File: src/rtl/light_arb_pkg.sv
// Shared types for the timed two-way crossing arbiter: phase encoding,
// direction type and the phase-to-lights decode.
package light_arb_pkg;

   typedef enum logic [2:0] {
      IDLE  = 3'd0,
      GN    = 3'd1,
      YN    = 3'd2,
      CLR_N = 3'd3,
      GE    = 3'd4,
      YE    = 3'd5,
      CLR_E = 3'd6
   } phase_t;

   typedef enum logic {
      DIR_N = 1'b0,
      DIR_E = 1'b1
   } dir_t;

   typedef struct packed {
      logic gn;
      logic yn;
      logic rn;
      logic ge;
      logic ye;
      logic re;
   } lights_t;

   // Anything that is not a green or yellow phase (including the illegal
   // encoding) shows red both ways, so a corrupted state is still safe.
   function automatic lights_t decode_lights(input phase_t p);
      lights_t l;
      l = '0;
      case (p)
         GN: begin
            l.gn = 1'b1;
            l.re = 1'b1;
         end
         YN: begin
            l.yn = 1'b1;
            l.re = 1'b1;
         end
         GE: begin
            l.ge = 1'b1;
            l.rn = 1'b1;
         end
         YE: begin
            l.ye = 1'b1;
            l.rn = 1'b1;
         end
         default: begin
            l.rn = 1'b1;
            l.re = 1'b1;
         end
      endcase
      return l;
   endfunction

endpackage

File: src/rtl/light_arbiter_timed_phase_timer.sv
// Saturating phase timer: reads 1 in the first cycle of a phase and counts
// up by one per cycle, sticking at all-ones.
module phase_timer #(
   parameter int CW = 5
) (
   input  logic          clk,
   input  logic          rst,
   input  logic          load,
   output logic [CW-1:0] count
);

   // Reload to 1 on reset or phase change, otherwise count up with saturation.
   always_ff @(posedge clk) begin
      if (rst || load) begin
         count <= CW'(1);
      end else if (count != {CW{1'b1}}) begin
         count <= count + 1'b1;
      end
   end

endmodule

File: src/rtl/light_arbiter_timed.sv
// Timed two-way arbiter for the shared crossing: turns level requests into
// green/yellow/red per direction with min/max green, yellow, all-red
// clearance and least-recently-served tie breaking.
module light_arbiter_timed
   import light_arb_pkg::*;
#(
   parameter int MIN_GREEN = 4,
   parameter int MAX_GREEN = 16,
   parameter int YELLOW    = 2,
   parameter int ALLRED    = 1,
   parameter int CW        = 5
) (
   input  logic       clk,
   input  logic       rst,
   input  logic       cn,
   input  logic       ce,
   output logic       gn,
   output logic       yn,
   output logic       rn,
   output logic       ge,
   output logic       ye,
   output logic       re,
   output logic [2:0] phase
);

   localparam logic [CW-1:0] MIN_T = CW'(MIN_GREEN);
   localparam logic [CW-1:0] MAX_T = CW'(MAX_GREEN);
   localparam logic [CW-1:0] YEL_T = CW'(YELLOW);
   localparam logic [CW-1:0] CLR_T = CW'(ALLRED);

   phase_t        state;
   phase_t        next_state;
   dir_t          last_served;
   logic [CW-1:0] timer;
   logic          state_change;
   lights_t       lights;

   assign state_change = (next_state != state);

   phase_timer #(.CW(CW)) u_timer (
      .clk   (clk),
      .rst   (rst),
      .load  (state_change),
      .count (timer)
   );

   // State register and last-served pointer; reset aborts any phase to IDLE.
   always_ff @(posedge clk) begin
      if (rst) begin
         state       <= IDLE;
         last_served <= DIR_E;
      end else begin
         state <= next_state;
         if (next_state == GN && state != GN) begin
            last_served <= DIR_N;
         end else if (next_state == GE && state != GE) begin
            last_served <= DIR_E;
         end
      end
   end

   // Next-phase selection from the current phase, its timer and the requests.
   always_comb begin
      next_state = state;
      case (state)
         IDLE: begin
            if (cn && (!ce || last_served == DIR_E)) begin
               next_state = GN;
            end else if (ce) begin
               next_state = GE;
            end
         end
         GN: begin
            if ((timer >= MIN_T && !cn) || (timer >= MAX_T && ce)) begin
               next_state = YN;
            end
         end
         YN: begin
            if (timer >= YEL_T) begin
               next_state = CLR_N;
            end
         end
         CLR_N: begin
            if (timer >= CLR_T) begin
               if (ce) begin
                  next_state = GE;
               end else if (cn) begin
                  next_state = GN;
               end else begin
                  next_state = IDLE;
               end
            end
         end
         GE: begin
            if ((timer >= MIN_T && !ce) || (timer >= MAX_T && cn)) begin
               next_state = YE;
            end
         end
         YE: begin
            if (timer >= YEL_T) begin
               next_state = CLR_E;
            end
         end
         CLR_E: begin
            if (timer >= CLR_T) begin
               if (cn) begin
                  next_state = GN;
               end else if (ce) begin
                  next_state = GE;
               end else begin
                  next_state = IDLE;
               end
            end
         end
         default: next_state = IDLE;
      endcase
   end

   // Moore outputs decoded from the state register only.
   always_comb begin
      lights = decode_lights(state);
   end

   assign gn    = lights.gn;
   assign yn    = lights.yn;
   assign rn    = lights.rn;
   assign ge    = lights.ge;
   assign ye    = lights.ye;
   assign re    = lights.re;
   assign phase = state;

endmodule

File: config.mk
export PLATFORM = sky130hd
export DESIGN_NAME = light_arbiter_timed
export DESIGN_NICKNAME = d
export VERILOG_FILES = /design/src/rtl/light_arb_pkg.sv /design/src/rtl/light_arbiter_timed_phase_timer.sv /design/src/rtl/light_arbiter_timed.sv
export SDC_FILE = /design/constraint.sdc
export NUM_CORES = 1
export LEC_CHECK = 0
export ABC_AREA = 1
export BUFFER_PORTS_ARGS = -buffer_cell sky130_fd_sc_hd__clkbuf_2
export CAP_MARGIN = 10
export CORE_UTILIZATION = 54
export CTS_BUF_LIST = sky130_fd_sc_hd__clkbuf_16
export DETAILED_ROUTE_END_ITERATION = 8
export PLACE_DENSITY = 0.86
export SYNTH_ARGS = -nofsm -noshare
export SYNTH_HDL_FRONTEND = slang
export SYNTH_SLANG_ARGS = --single-unit
File: constraint.sdc
create_clock -name clk -period 1.95 [get_ports clk]
set_clock_uncertainty 0.2 [all_clocks]
set_input_delay 0.0975 -clock clk [delete_from_list [all_inputs] [get_ports clk]]
set_output_delay 0.0975 -clock clk [all_outputs]
set_load 0.01 [all_outputs]
# Yosys cells after proc, flatten, opt, wreduce, memory -nomap -nowiden
# Index checks and enable logic that the tools add are counted.
# word_totals
register_bits	9
inputBits	4
out_inout_bits	9
wordCells	58
# classes
addsub	1
n_lt_le_gt_ge	4
eq_ne	12
muxes	21
reduce_logical	17
# ops
cell	count
3-bit 2-to-1 mux	11
3-bit case mux with 7 select lines	1
3-bit == test (second input constant)	4
1-bit 2-to-1 mux	9
1-bit logical AND	7
3-bit by 1-bit == test with 1-bit output (second input constant)	2
3-bit by 2-bit == test with 1-bit output (second input constant)	2
5-bit by 1-bit adder with 5-bit output (second input constant)	1
5-bit by 1-bit greater-or-equal comparator with 1-bit output (second input constant)	1
5-bit by 2-bit greater-or-equal comparator with 1-bit output (second input constant)	1
5-bit by 3-bit greater-or-equal comparator with 1-bit output (second input constant)	1
5-bit greater-or-equal comparator (second input constant)	1
5-bit != test (second input constant)	1
1-bit logical OR	4
2-bit OR reduction	2
3-bit logical NOT	1
3-bit by 1-bit != test with 1-bit output (second input constant)	1
3-bit != test	1
3-bit != test (second input constant)	1
1-bit logical NOT	2
2-bit nonzero test	1

# Logic depth before layout (Yosys ltp)
# logic_depth
word_depth	9
depth_mapped	11
mapped_depth_nobuf	11

# Cells and area by module
# Synthesis repeated with hierarchy kept, for this count alone.
# hier_totals
hier_cells	119
hier_area_um2	679.4
# by_module_without_submodules
module	n_inst	cells_per_inst	area_each_um2	seq_area_each_um2
light_arbiter_timed	1	89	446.7	80.1
phase_timer	1	30	232.7	100.1

# Worst setup path after synthesis
# Ideal clock, no wire load.
# synth_path
path_kind	register -> register
startpoint	register state[0] (netlist: phase[0])
endpoint	register u_timer.count[0]
setup_ns	0.122
arrival_ns	1.386
t_required_ns	1.628
slack_ns	0.241
stages_incl_launch_ff	11
path_buffers	1
period_less_slack_ns	1.709
path_cell_list	dfxtp_1 > buf_4 > inv_2 > nor3_2 > nand2_1 > nand3_1 > nand2_1 > nand2_1 > nand2_1 > nor2_1 > nand3_1
# synth_between
elab_chain_cells	5
word_cells_on_any_way	18
cone_classes	7 x eq/ne; 9 x mux; 2 x reduce/logical
# synth_rtl
element	line	source
start, declared	light_arbiter_timed.sv:31	phase_t state;
start signal, assigned	light_arbiter_timed.sv:53	state <= next_state;
3-bit 2-to-1 mux	light_arbiter_timed.sv:69	end else if (ce) begin
3-bit 2-to-1 mux	light_arbiter_timed.sv:67	if (cn && (!ce || last_served == DIR_E)) begin
3-bit case mux with 7 select lines	light_arbiter_timed.sv:65	case (state)
3-bit != test (*)	light_arbiter_timed.sv:38	assign state_change = (next_state != state);
1-bit logical OR (*)	light_arbiter_timed_phase_timer.sv:14	if (rst || load) begin
end signal, assigned	light_arbiter_timed_phase_timer.sv:17	count <= count + 1'b1;
end, declared	light_arbiter_timed_phase_timer.sv:9	output logic [CW-1:0] count
# Mark *: on every way between the ends. The rest lies on a longest branch, timed or not.
# A chain may end at the register's enable or synchronous reset.

# Worst setup path after layout
# layout_path
startpoint	register u_timer.count[3]
endpoint	register u_timer.count[0]
# layout_between
elab_chain_cells	7
word_cells_on_any_way	20
cone_classes	4 x order compare; 2 x eq/ne; 7 x mux; 7 x reduce/logical
# layout_rtl
element	line
5-bit by 3-bit greater-or-equal comparator with 1-bit output or 5-bit greater-or-equal comparator (tied branches)	light_arbiter_timed.sv:74, light_arbiter_timed.sv:95
1-bit logical AND (on tied branches)	light_arbiter_timed.sv:95, light_arbiter_timed.sv:74
1-bit logical OR (on tied branches)	light_arbiter_timed.sv:95, light_arbiter_timed.sv:74
3-bit 2-to-1 mux (on tied branches)	light_arbiter_timed.sv:95, light_arbiter_timed.sv:74
3-bit case mux with 7 select lines	light_arbiter_timed.sv:65
3-bit != test	light_arbiter_timed.sv:38
1-bit logical OR	light_arbiter_timed_phase_timer.sv:14
# Parallel ways exist; a longest one is shown, timed or not.

==> impl_metrics.csv <==
group,metric,value,unit
route,number_of_antenna_violating_nets_in_the_routed_design,0,
synthesis,synth_top_area_cell,"dfxtp_1",
critical_path,critical_path.max_fanout,5,
sta,timing.max_slew.rel_slack,80.88,%
synthesis,synthDominantCellAreaShare,23.34,%
status,run_status,"completed",
global_routing,grt-ovfl-total,0,
critical_path,critical_path.startpoint_type,"flip-flop",
floorplanning,fp.dieArea,1585,µm²
sta,final_hold_viol_count,0,
cells_and_area,design_area,999.7,µm²
cells_and_area,flow.area_growth_from_synthesis,29.50,%
global_routing,grt_max_degree,9,
global_routing,grt_pass1_wl,3270,µm
global_routing,first_global_vias,745,
power_and_ir_drop,static-leakage-power,0.5467,nW
synthesis,most_numerous_cell_in_the_yosys_netlist,"nand2_1",
route,first_iter_violations,36,
synthesis,synth_fp_nets,132,
clock_tree,cts_tree,"done",
floorplanning,placeableCoreArea,1318,µm²
floorplanning,fp.dieW,39.81,µm
synthesis,post_synth.cell_area_avg,6.226,µm²
synthesis,synth_sequential_area_ratio,23.34,%
cells_and_area,fin_cells,161,
sta,final.period_utilization,93.42,%
cells_and_area,n_fill_cell,94,
clock_tree,worst_skew_pair.late_latency,240,ps
route,drc,0,
clock_tree,cts-root-buf,"clkbuf_16",
placed_design,hpwl,1514,µm
route,routed_wl,2216,µm
route,route.detailed.wl_per_inst,13.76,µm
sta,finalSetupViolations,0,
synthesis,syn_inst,124,
synthesis,synth.cells.most_frequent,"nand2_1 (36), inv_1 (17), nor2_1 (15)",
floorplanning,core.rowCount,13,
cells_and_area,num-nets-final,155,
synthesis,synthArstFlopShare,0,%
synthesis,yosysWarningCount,0,
placed_design,placedCellCount,153,
critical_path,worstPathArrival,1740,ps
sta,report.final.slew_viol_count,0,
route,firstDrtPassIters,4,
floorplanning,num_io_pins,13,
synthesis,synth_area,772.0,µm²
cells_and_area,post_route_cells_drive_above_1_share,28.08,%
synthesis,number_of_enable_flip_flop_cells_after_synthesis,0,
placed_design,placement.io_buffers,12,
floorplanning,die_y,39.81,µm
sta,hold_ws,75.99,ps
global_routing,grt_usage,31.57,%
power_and_ir_drop,power_density_normalized_to_cell_area,1282,nW/µm²
sta,min_period,1822,ps
placed_design,gpl.final_weighted_congestion,0.9258,
clock_tree,clock_sinks,9,
critical_path,end_kind,"flip-flop",
synthesis,yosysUniqueCellTypes,24,
clock_tree,cts_buffers,3,
global_routing,antenna_violations_before_repair,0,
route,vias,895,
critical_path,required,1870,ps
sta,max_freq,0.5490,GHz
power_and_ir_drop,ir_worst_vdd,0.8375,mV
placed_design,detailed_place.area,865.8,µm²
sta,tightest_pin_transition,285.3,ps
synthesis,top_flip_flop_cell_by_instance_count_after_synthesis,"dfxtp_1",
flow_run,maxCapViolCount,0,
route,route.detailed.vias_per_inst,5.559,
floorplanning,initial_utilization,58.59,%
synthesis,postSynthRegisterBits,9,
clock_tree,clock_tree.htree_level_count,1,
clock_tree,cts-root-to-sink-buffers,2,
hold_path,hold_path.class,"primary input to flip-flop",
clock_tree,clk_pin_slew_worst_paths,40,ps
synthesis,netlist_top_cells_area,"dfxtp_1 (23%), nand2_1 (18%), inv_1 (8.3%), nor2_1 (7.3%), nand3_1 (7.1%)",
critical_path,critPathKind,"flip-flop to flip-flop",
cells_and_area,antenna_cells_inserted,0,
[sequential cells by signal (all words and copies together) (netlist names)]
register       count
phase              3
last_served        1
u_timer.count      5
[per-layer routing]
| metal | global-route usage, % | routed length, µm |
|---|---|---|
| met5 | 0 | 0 |
| met4 | 16.38 | 53 |
| met3 | 5.682 | 146 |
| met2 | 50.82 | 1054 |
| met1 | 39.19 | 962 |
[layout by cell type, fill, tap and decap left out, drive strengths merged]
cell         netlist  final
nand2             37     37
inv               20     21
nor2              19     19
clkbuf             0     15
nand3             13     13
dfxtp              9      9
buf                1      6
xor2               4      4
ha                 4      4
nand4              4      4
o21ai              4      4
a31oi              2      2
a21oi              2      2
nor3               2      2
or2                1      1
nand3b             1      1
mux2i              1      1
dlygate4sd3        0      1
[final cells by class]
cell class | instances | area [µm²] | area share, %
multi-input cells | 94 | 525.5 | 52.57
flip-flops and latches | 9 | 186.4 | 18.65
repair buffers | 19 | 115.1 | 11.51
clock buffers | 3 | 75.07 | 7.509
inverters | 20 | 75.07 | 7.509
well taps | 15 | 18.77 | 1.877
clock inverters | 1 | 3.754 | 0.3755
[final timing paths]
| path | to | cells past startpoint | from | slack [ps] |
|---|---|---|---|---|
| setup / recovery | u_timer.count[0] | 9 | u_timer.count[3] | 130 |
| hold reg to reg | last_served | 4 | last_served | 360 |
| setup reg to reg | u_timer.count[0] | 9 | u_timer.count[3] | 130 |
| hold / removal | phase[2] | 3 | ce | 80 |
[power by group]
group	internal, W	total (W)	switching (W)
sequential	0.000238	0.000303	0.0000651
combinational	0.000241	0.000618	0.000377
clock	0.000268	0.000361	0.0000926
[repair_timing]
action | in CTS | in global routing
hold endpoints to repair | 2 | 0
pin swaps | 0 | 3
hold buffers | 1 | 0
cloned | 0 | 0
endpoints found under the setup margin | 1 | 2
buffers inserted | 0 | 3
gates resized for setup | 1 | 7
[per-stage QoR]
| stage | setup slack (ps) | util (%) | setup TNS [ps] | power [W] |
|---|---|---|---|---|
| 2_1_floorplan | 241.4 | - | 0 | 0.0006765 |
| 3_5_place_dp | -24.19 | 65.72 | -24.19 | 0.0008200 |
| 6_report | 128.4 | 75.88 | 0 | 0.001281 |
| 3_3_place_gp | 57.96 | 65.72 | 0 | 0.0007973 |
| 4_1_cts | 46.32 | 72.93 | 0 | 0.001204 |
| 5_1_grt | -0.01332 | 75.88 | -0.01332 | 0.001358 |
[critical path, stage by stage (launching register included)]
cell and delay, ps:
dfxtp_1 330, nor2_2 170, nand2_2 120, nor2_4 140, nand2_1 90, nand2_1 90, nand3_2 110, nor2_4 170
xor2_1 210, nand3_1 90
[cell families after synthesis]
logic type	count (synthesis)	synth area share, %
buffers and inverters	21	10.70
flip-flops	9	23.34
adder cells (fa/ha/maj)	4	6.483
multiplexers	1	1.297
XOR/XNOR	4	4.538
AND/OR/NAND/NOR	77	47.65
AO/OA/AOI/OAI	8	5.996
Power figures use the tool's default switching activity.
